`src/rtl/raycast_wb_slave_regs_pkg.sv`:
```
// Register-map definitions shared by the raycaster Wishbone register file.
// Holds word indices, CTRL/STATUS bit positions and a big-endian byte
// insertion helper. The block is decoded at base 0x9C000000; only the
// low five address bits reach this slave.
package raycast_wb_slave_regs_pkg;

    // Aligned 32-bit word index, taken from byte address bits [4:2]
    typedef enum logic [2:0] {
        W_CTRL_STATUS = 3'd0,
        W_RAY_ADR     = 3'd1,
        W_RAY_COUNT   = 3'd2,
        W_OCT_ADR     = 3'd3,
        W_FB_ADR      = 3'd4,
        W_PERF_CYC    = 3'd5,
        W_RSVD6       = 3'd6,
        W_RSVD7       = 3'd7
    } word_e;

    // Byte positions of CTRL and STATUS inside word 0 (lowest offset = MS byte)
    localparam logic [1:0] POS_CTRL   = 2'd0;
    localparam logic [1:0] POS_STATUS = 2'd1;

    localparam int CTRL_START_BIT     = 0;
    localparam int CTRL_IRQ_EN_BIT    = 1;
    localparam int STATUS_DONE_BIT    = 0;
    localparam int STATUS_BUSY_BIT    = 1;
    localparam int STATUS_OVERRUN_BIT = 2;

    // Replace one byte of a big-endian word; pos 0 is bits [31:24]
    function automatic logic [31:0] put_be_byte(input logic [31:0] word,
                                                input logic [1:0]  pos,
                                                input logic [7:0]  value);
        logic [31:0] r;
        r = word;
        case (pos)
            2'd0:    r[31:24] = value;
            2'd1:    r[23:16] = value;
            2'd2:    r[15:8]  = value;
            default: r[7:0]   = value;
        endcase
        return r;
    endfunction

endpackage

```
`src/rtl/raycast_wb_byte_wr.sv`:
```
// Write-lane selector: picks the single byte lane named by a one-hot
// Wishbone select and flags any select that is zero or multi-hot.
module raycast_wb_byte_wr (
    input  logic [31:0] dat,
    input  logic [3:0]  sel,
    output logic [7:0]  lane_byte,
    output logic        sel_err
);

    // One-hot lane mux; anything else is an error and yields no byte
    always_comb begin
        lane_byte = 8'h00;
        sel_err   = 1'b0;
        case (sel)
            4'b1000: lane_byte = dat[31:24];
            4'b0100: lane_byte = dat[23:16];
            4'b0010: lane_byte = dat[15:8];
            4'b0001: lane_byte = dat[7:0];
            default: sel_err   = 1'b1;
        endcase
    end

endmodule

```
`src/rtl/raycast_wb_slave_regs.sv`:
```
// Wishbone B3 classic byte-register file for the raycaster core: config
// addresses, start/done handshake with the core and a level interrupt.
// Optional feature macro RAYC_PERF_CNT_EN adds the read-only PERF_CYC
// busy-cycle counter at byte offsets 0x14-0x17.
module raycast_wb_slave_regs
    import raycast_wb_slave_regs_pkg::*;
#(
    parameter logic [31:0] RAY_COUNT_RST = 32'd0,
    parameter logic [31:0] BUF_ADR_RST   = 32'd0
) (
    input  logic        wb_clk,
    input  logic        wb_rst,
    input  logic [31:0] wb_adr_i,
    input  logic [31:0] wb_dat_i,
    input  logic [3:0]  wb_sel_i,
    input  logic        wb_we_i,
    input  logic        wb_cyc_i,
    input  logic        wb_stb_i,
    input  logic [2:0]  wb_cti_i,
    input  logic [1:0]  wb_bte_i,
    output logic [31:0] wb_dat_o,
    output logic        wb_ack_o,
    output logic        wb_err_o,
    output logic        wb_rty_o,
    output logic        start_o,
    input  logic        done_i,
    output logic [31:0] ray_adr_o,
    output logic [31:0] ray_count_o,
    output logic [31:0] oct_adr_o,
    output logic [31:0] fb_adr_o,
    output logic        irq_o
);

    logic [7:0]  wr_byte;
    logic        sel_err;
    logic        req, wr_en, rd_req;
    word_e       wsel;
    logic [1:0]  bpos;
    logic        ctrl_wr, status_wr, start_wr, start_ok, start_ovr;
    logic        irq_en, busy, done, overrun;
    logic        done_nxt, irq_en_nxt;
    logic [31:0] rd_word;
    logic        unused;

    raycast_wb_byte_wr u_byte_wr (
        .dat       (wb_dat_i),
        .sel       (wb_sel_i),
        .lane_byte (wr_byte),
        .sel_err   (sel_err)
    );

    // A new request is one not already answered in the current cycle
    assign req    = wb_cyc_i & wb_stb_i & ~wb_ack_o & ~wb_err_o;
    assign wr_en  = req & wb_we_i & ~sel_err;
    assign rd_req = req & ~wb_we_i;
    assign wsel   = word_e'(wb_adr_i[4:2]);
    assign bpos   = wb_adr_i[1:0];

    assign ctrl_wr   = wr_en & (wsel == W_CTRL_STATUS) & (bpos == POS_CTRL);
    assign status_wr = wr_en & (wsel == W_CTRL_STATUS) & (bpos == POS_STATUS);
    assign start_wr  = ctrl_wr & wr_byte[CTRL_START_BIT];
    // A done arriving in the same cycle frees the core, so the start is taken
    assign start_ok  = start_wr & (~busy | done_i);
    assign start_ovr = start_wr & busy & ~done_i;

    assign wb_rty_o = 1'b0;
    assign unused   = ^{wb_adr_i[31:5], wb_cti_i, wb_bte_i};

`ifdef RAYC_PERF_CNT_EN
    logic [31:0] perf_cyc;

    // Busy-cycle counter: restarts with each accepted start, saturates
    always_ff @(posedge wb_clk) begin
        if (wb_rst)
            perf_cyc <= 32'd0;
        else if (start_ok)
            perf_cyc <= 32'd0;
        else if (busy && perf_cyc != 32'hFFFF_FFFF)
            perf_cyc <= perf_cyc + 32'd1;
    end
`endif

    // Next-state for done (done_i beats W1C) and irq_en, shared with irq_o
    always_comb begin
        done_nxt = done;
        if (done_i)
            done_nxt = 1'b1;
        else if (status_wr && wr_byte[STATUS_DONE_BIT])
            done_nxt = 1'b0;
        irq_en_nxt = ctrl_wr ? wr_byte[CTRL_IRQ_EN_BIT] : irq_en;
    end

    // Read mux: aligned word, big-endian packed; start always reads 0
    always_comb begin
        rd_word = 32'h0;
        case (wsel)
            W_CTRL_STATUS: rd_word = {6'b0, irq_en, 1'b0,
                                      5'b0, overrun, busy, done, 16'h0};
            W_RAY_ADR:     rd_word = ray_adr_o;
            W_RAY_COUNT:   rd_word = ray_count_o;
            W_OCT_ADR:     rd_word = oct_adr_o;
            W_FB_ADR:      rd_word = fb_adr_o;
`ifdef RAYC_PERF_CNT_EN
            W_PERF_CYC:    rd_word = perf_cyc;
`endif
            default:       rd_word = 32'h0;
        endcase
    end

    // Bus response: one-cycle ack or err, read data only in the ack cycle
    always_ff @(posedge wb_clk) begin
        if (wb_rst) begin
            wb_ack_o <= 1'b0;
            wb_err_o <= 1'b0;
            wb_dat_o <= 32'h0;
        end else begin
            wb_ack_o <= req & ~(wb_we_i & sel_err);
            wb_err_o <= req & wb_we_i & sel_err;
            wb_dat_o <= rd_req ? rd_word : 32'h0;
        end
    end

    // Control/status: start pulse, busy tracking, sticky flags, interrupt
    always_ff @(posedge wb_clk) begin
        if (wb_rst) begin
            start_o <= 1'b0;
            busy    <= 1'b0;
            done    <= 1'b0;
            overrun <= 1'b0;
            irq_en  <= 1'b0;
            irq_o   <= 1'b0;
        end else begin
            start_o <= start_ok;
            if (start_ok)
                busy <= 1'b1;
            else if (done_i)
                busy <= 1'b0;
            if (start_ovr)
                overrun <= 1'b1;
            else if (status_wr && wr_byte[STATUS_OVERRUN_BIT])
                overrun <= 1'b0;
            done   <= done_nxt;
            irq_en <= irq_en_nxt;
            irq_o  <= done_nxt & irq_en_nxt;
        end
    end

    // Config fields: one big-endian byte per accepted write
    always_ff @(posedge wb_clk) begin
        if (wb_rst) begin
            ray_adr_o   <= BUF_ADR_RST;
            ray_count_o <= RAY_COUNT_RST;
            oct_adr_o   <= BUF_ADR_RST;
            fb_adr_o    <= BUF_ADR_RST;
        end else if (wr_en) begin
            case (wsel)
                W_RAY_ADR:   ray_adr_o   <= put_be_byte(ray_adr_o, bpos, wr_byte);
                W_RAY_COUNT: ray_count_o <= put_be_byte(ray_count_o, bpos, wr_byte);
                W_OCT_ADR:   oct_adr_o   <= put_be_byte(oct_adr_o, bpos, wr_byte);
                W_FB_ADR:    fb_adr_o    <= put_be_byte(fb_adr_o, bpos, wr_byte);
                default:     ;
            endcase
        end
    end

endmodule
```
`config.mk`:
```
export PLATFORM = sky130hd
export DESIGN_NAME = raycast_wb_slave_regs
export DESIGN_NICKNAME = d
export VERILOG_FILES = /design/src/rtl/raycast_wb_slave_regs_pkg.sv /design/src/rtl/raycast_wb_byte_wr.sv /design/src/rtl/raycast_wb_slave_regs.sv
export SDC_FILE = /design/constraint.sdc
export NUM_CORES = 1
export LEC_CHECK = 0
export BUFFER_PORTS_ARGS = -buffer_cell sky130_fd_sc_hd__buf_2
export CORE_UTILIZATION = 50
export DETAILED_ROUTE_END_ITERATION = 7
export PLACE_DENSITY = 0.8
export SETUP_SLACK_MARGIN = 0.5
export SYNTH_ARGS = -nofsm -noshare
export SYNTH_HDL_FRONTEND = slang
export SYNTH_SLANG_ARGS = --single-unit
```
`constraint.sdc`:
```
create_clock -name wb_clk -period 4.3 [get_ports wb_clk]
set_input_delay 0.215 -clock wb_clk [delete_from_list [all_inputs] [get_ports wb_clk]]
set_output_delay 0.215 -clock wb_clk [all_outputs]
set_load 0.02 [all_outputs]
```
; After elaboration in Yosys (flattened, before gate mapping)
; Cells that the tools add are included.
[classes]
add_sub_neg = 0
mul = 0
n_div = 0
order_cmp = 0
n_eq_ne = 10
n_shift = 0
n_mux = 10
bitwise_logic = 26
n_reduce_logical = 25
[ops]
columns = operator, count
row1 = $pmux 32 s5, 1
row2 = $reduce_and 3->1, 16
row3 = $pmux 8 s4, 1
row4 = $and 1x1->1, 17
row5 = $mux 1, 8
row6 = $not 1->1, 8
row7 = $eq 3x2->1 const B, 2
row8 = $eq 4x1->1 const B, 1
row9 = $eq 4x2->1 const B, 1
row10 = $eq 4x3->1 const B, 1
row11 = $eq 4x4->1 const B, 1
row12 = $reduce_bool 2->1, 2
row13 = $reduce_or 4->1, 1
row14 = $eq 3x1->1 const B, 1
row15 = $eq 3x3->1 const B, 1
row16 = $logic_not 3->1, 1
row17 = $reduce_or 3->1, 1
row18 = $eq 2x1->1 const B, 1
row19 = $eq 2x2->1 const B, 1
row20 = $logic_and 1x1->1, 2
row21 = $logic_not 2->1, 1
row22 = $reduce_or 2->1, 1
row23 = $or 1x1->1, 1
[totals]
regBits = 168
latchBits = 0
mem_bits_rw = 0
rom_bits = 0
in_bits = 79
word_cells = 96
mem_count = 0

; Depth between registers and ports, before layout
[depth]
ltp_word = 11
ltp_mapped = 8
ltp_nobuf = 5

; Modules after synthesis
; From an unflattened synthesis, not the netlist that was laid out.
[unflattened]
hier_cells = 683
area_unflattened_um2 = 6781.5
[modules_own_cells]
columns = mod, n_inst, cells_each, area_each_um2, seq_area_each_um2
row1 = raycast_wb_slave_regs, 1, 643, 6512.5, 3363.2
row2 = raycast_wb_byte_wr, 1, 40, 269.0, 0.0

; Worst setup path after synthesis
; No wires, ideal clock.
[synth_timing]
path_type = register -> register
from = register wb_err_o
to = register ray_count_o[19]
setup_time_ns = 0.128
arrival_ns = 1.594
required_time_ns = 4.172
path_slack_ns = 2.579
stages_incl_launch_ff = 6
cell_sequence = dfxtp_1 > and4bb_2 > nand2_1 > nor3_4 > mux2i_1 > nor2_1
[synth_via]
elab_chain_len = 5
[synth_rtl]
columns = element, line_no
row1 = start: declaration, raycast_wb_slave_regs.sv:23  ; output logic wb_err_o,
row2 = start signal: assignment, raycast_wb_slave_regs.sv:118  ; wb_err_o <= req & wb_we_i & sel_err;
row3 = $not 1->1, raycast_wb_slave_regs.sv:53  ; assign req = wb_cyc_i & wb_stb_i & ~wb_ack_o & ~wb_err_o;
row4 = $and 1x1->1, raycast_wb_slave_regs.sv:53
row5 = $and 1x1->1 (2 in series), raycast_wb_slave_regs.sv:54  ; assign wr_en = req & wb_we_i & ~sel_err;
row6 = $reduce_and 3->1 (no source line), --
row7 = end signal: assignment, raycast_wb_slave_regs.sv:158  ; W_RAY_COUNT: ray_count_o <= put_be_byte(ray_count_o, bpos, wr_byte);
row8 = end: declaration, raycast_wb_slave_regs.sv:28  ; output logic [31:0] ray_count_o,
; No other way between the ends.
; A chain may end at the register's enable or synchronous reset.

; Final worst setup path
[layout_timing]
from = input wb_sel_i[0]
to = register irq_o
[layout_via]
elab_chain_len = 9
elab_cells_between_ends = 15
[layout_rtl]
columns = element, line_no
row1 = start: declaration, raycast_wb_slave_regs.sv:15  ; input logic [3:0] wb_sel_i,
row2 = $eq 4x4->1 (tied with other cells), raycast_wb_byte_wr.sv:14  ; case (sel)
row3 = $reduce_or 4->1 (no source line), --
row4 = $and 1x1->1, raycast_wb_slave_regs.sv:54
row5 = $and 1x1->1, "raycast_wb_slave_regs.sv:59, raycast_wb_slave_regs.sv:60"
row6 = $and 1x1->1, raycast_wb_slave_regs.sv:60  ; assign status_wr = wr_en & (wsel == W_CTRL_STATUS) & (bpos == POS_STATUS);
row7 = $logic_and 1x1->1, raycast_wb_slave_regs.sv:88  ; else if (status_wr && wr_byte[STATUS_DONE_BIT])
row8 = $mux 1, raycast_wb_slave_regs.sv:88
row9 = $mux 1, raycast_wb_slave_regs.sv:86  ; if (done_i)
row10 = $and 1x1->1 (*), raycast_wb_slave_regs.sv:144  ; irq_o <= done_nxt & irq_en_nxt;
row11 = end signal: assignment, raycast_wb_slave_regs.sv:144
row12 = end: declaration, raycast_wb_slave_regs.sv:31  ; output logic irq_o
; Mark *: on every way between the ends. The rest lies on a longest branch, timed or not.

==> results.yml <==
outcome:
  status: "finished, final reports clean"
clock_network:
  postCtsSetupRepairBufs: 0
  cts_sinks: 168
  cts_hold_repair.buffers: 0
  worst_skew_pair.late_latency_ps: 430
  cts_buffer_depth: 2
  cts.repair.resized: 0
  htree_levels: 4
  ctsRootBufferMaster: "clkbuf_16"
  clkSlewWorstSetupHoldPaths_ps: 60
  num_cts_buffers: 17
  cts_tree: "yes"
route:
  wl_per_cell_um: 18.1
  drt-initial-drc-count: 679
  finalWirelength_um: 20900
  drcViolationCount: 0
  final_antenna_net_count: 0
  detailroute.via_count: 6606
  drtPass1Iterations: 5
  vias_per_cell: 5.74
sta:
  slew-limit-headroom_pct: 34.9
  final_hold_viol_count: 0
  setup_total_negative_slack_ps: 0
  timing.final.crit_share_pct: 48.4
  setup_viol: 0
  fin_max_slew_vios: 0
  timing.final.ws_setup_ps: 2220
  worst_clock_skew_ps: 9.61
  fin_crit_ps: 2080
  rsz0062_at_grt: "false"
  worst_slew_pin_slew_ps: 977
  max_clk_rate_mhz: 480
setup_path:
  crit_arrival_ps: 2420
  timing_worst_setup_path_type: "primary input to register"
  crit_path_start_kind: "primary input"
  critical_path.top_delay_family: "compound AO/OA/AOI/OAI gates"
  worstSetupEndpointType: "register"
  cp_num_buf_inv: 1
  timing.critical_path.required_ps: 4640
  critPathSlowestCell: "o22ai_2"
  timing.critical_path.fanout_max: 17
  crit_chain: "buf_2, nor2b_1, a22oi_1, o22ai_2, mux2i_1, a211oi_2"
  cpPeakStageDelay_ps: 780
synth:
  yosys_warnings: 0
  synth-seq-area-share_pct: 49.1
  synth.distinct_cells: 44
  postSynth.asyncResetShare_pct: 0
  cell_area_synth_um2: 6850
  postSynth.topFlopCell: "dfxtp_1"
  post_synth_inst_count: 784
  syn-num-nets: 863
  synth_seq_cells: 168
  synth_edf_count: 0
  syn_avg_cell_area_um2: 8.73
placed_design:
  io_buffer_count: 210
  globalplace.congestion: 0.813
  hpwlAfterDp_um: 13600
  placed_area_um2: 7930
  placed_cells: 1119
  dp_worst_setup_slack_ps: 1800
finish:
  multiInputGateArea_um2: 3190
  mostFrequentLayoutCell: "buf_2"
  seq_cell_area_um2: 3360
  layout.filler_cells: 1156
  layout.cells.most_common_list: "buf_2, nand2_1, dfxtp_1, a21oi_1, a22oi_1"
  post_route_cells_drive_above_1_share_pct: 29.4
  fin_cells: 1151
  final_core_util_pct: 63.9
  finish.instance_area_um2: 8500
  diodes: 0
  growth_of_design_area_from_synthesis_to_finish_pct: 24.1
  final_net_count: 1041
grt:
  grt_overflow_total: 0
  antenna_found_initial: 0
  grt_max_degree: 91
  global_route_usage_over_all_layers_pct: 29.3
  global_route_wire_length_before_repair_um: 32400
  via_count_of_the_first_global_routing_pass: 6005
floorplanning:
  core_um2: 13300
  die_area_um2: 14200
  die_width_um: 119
  placementRows: 42
  die_height_um: 119
  floorplan.io_pins: 244
  initial_core_util_pct: 51.5
power:
  p_per_cell_area_nw_per_um2: 376
  leakagePower_uw: 0.00333
  vdd_ir_drop_max_uv: 253
run:
  maxCapViolations: 0
worst_hold_path:
  worst_hold_path_type: "primary input to register"
state kept, by name, summed over array words and instances, names as in the netlist:
| name | cells |
|---|---|
| done | 1 |
| busy | 1 |
| oct_adr_o | 32 |
| fb_adr_o | 32 |
| wb_dat_o | 32 |
| start_o | 1 |
| overrun | 1 |
| wb_ack_o | 1 |
| irq_o | 1 |
| ray_adr_o | 32 |
| irq_en | 1 |
| ray_count_o | 32 |
| wb_err_o | 1 |
power by group:
group	total (µW)	leakage, µW	switching, µW	internal, µW
clock network	1470	0.000273	628	845
logic	167	0.00171	122	44.4
registers	1560	0.00135	0.761	1560
logic make-up (layout without fill, tap and decap cells):
family,Yosys count,in the layout,share of synthesized area [%]
AOI/OAI and AO/OA,217,217,20.1
xor gates and xnor gates,1,1,0.128
buffers and inverters,67,258,4.57
DFF,168,168,49.1
muxes,45,45,6.65
other,1,1,0.0548
and+or+nand+nor,285,285,19.4
worst register-to-register path, cell delays in order, from the launching register on:
cell	delay, ps
dfxtp_1	300
and4bb_2	380
nand2_1	270
nor3_4	640
mux2i_1	270
nor2_1	50
stage by stage:
step	hold slack, ps	total power, µW
finish	106	3200
global route	109	3280
CTS	84.6	3200
detailed placement	458	1760
global placement	453	1750
floorplan	397	1700
layer usage:
layer | vias to the layer above | track usage (%) | part of all wire [%]
met5 | - | 0 | 0
met4 | 0 | 12.0 | 2.8
met3 | 58 | 5.80 | 8.5
met1 | 3115 | 38.1 | 41
met2 | 349 | 47.6 | 48
li1 | 3084 | - | -
final cells by class:
cell class	count	area share [%]
Sequential cell	168	39.6
Multi-Input combinational cell	549	37.5
Timing Repair Buffer	222	13.5
Clock buffer	22	5.58
Tap cell	176	2.59
Clock inverter	10	1.10
Inverter	4	0.177
synthesized netlist by cell type (2+ instances only):
cell type,n,area (µm²)
buf_1,3,11.3
buf_6,2,22.5
dfxtp_1,168,3360
mux2i_1,41,410
nor3_2,11,110
and3b_1,2,17.5
a21oi_1,119,596
or2_2,2,12.5
o22ai_2,3,37.5
nor3_4,5,81.3
nor2b_1,6,37.5
mux2_2,4,45.0
buf_2,11,55.1
or3_1,11,68.8
nand4_1,2,12.5
clkbuf_1,43,161
inv_1,4,15.0
nand2_1,183,687
o22ai_1,5,31.3
nor3b_1,4,30.0
a22oi_1,80,601
nor2_1,50,188
o22a_1,4,35.0
final timing paths:
path / start / endpoint / slack, ps / cells after the start
setup / recovery: wb_sel_i[0] / irq_o / 2220 / 6
hold reg to reg: ray_count_o[29] / ray_count_o[29] / 470 / 2
setup reg to reg: wb_err_o / ray_count_o[21] / 2250 / 5
hold / removal: wb_we_i / wb_err_o / 110 / 3
Note: power is estimated with default switching activity, not from simulation.
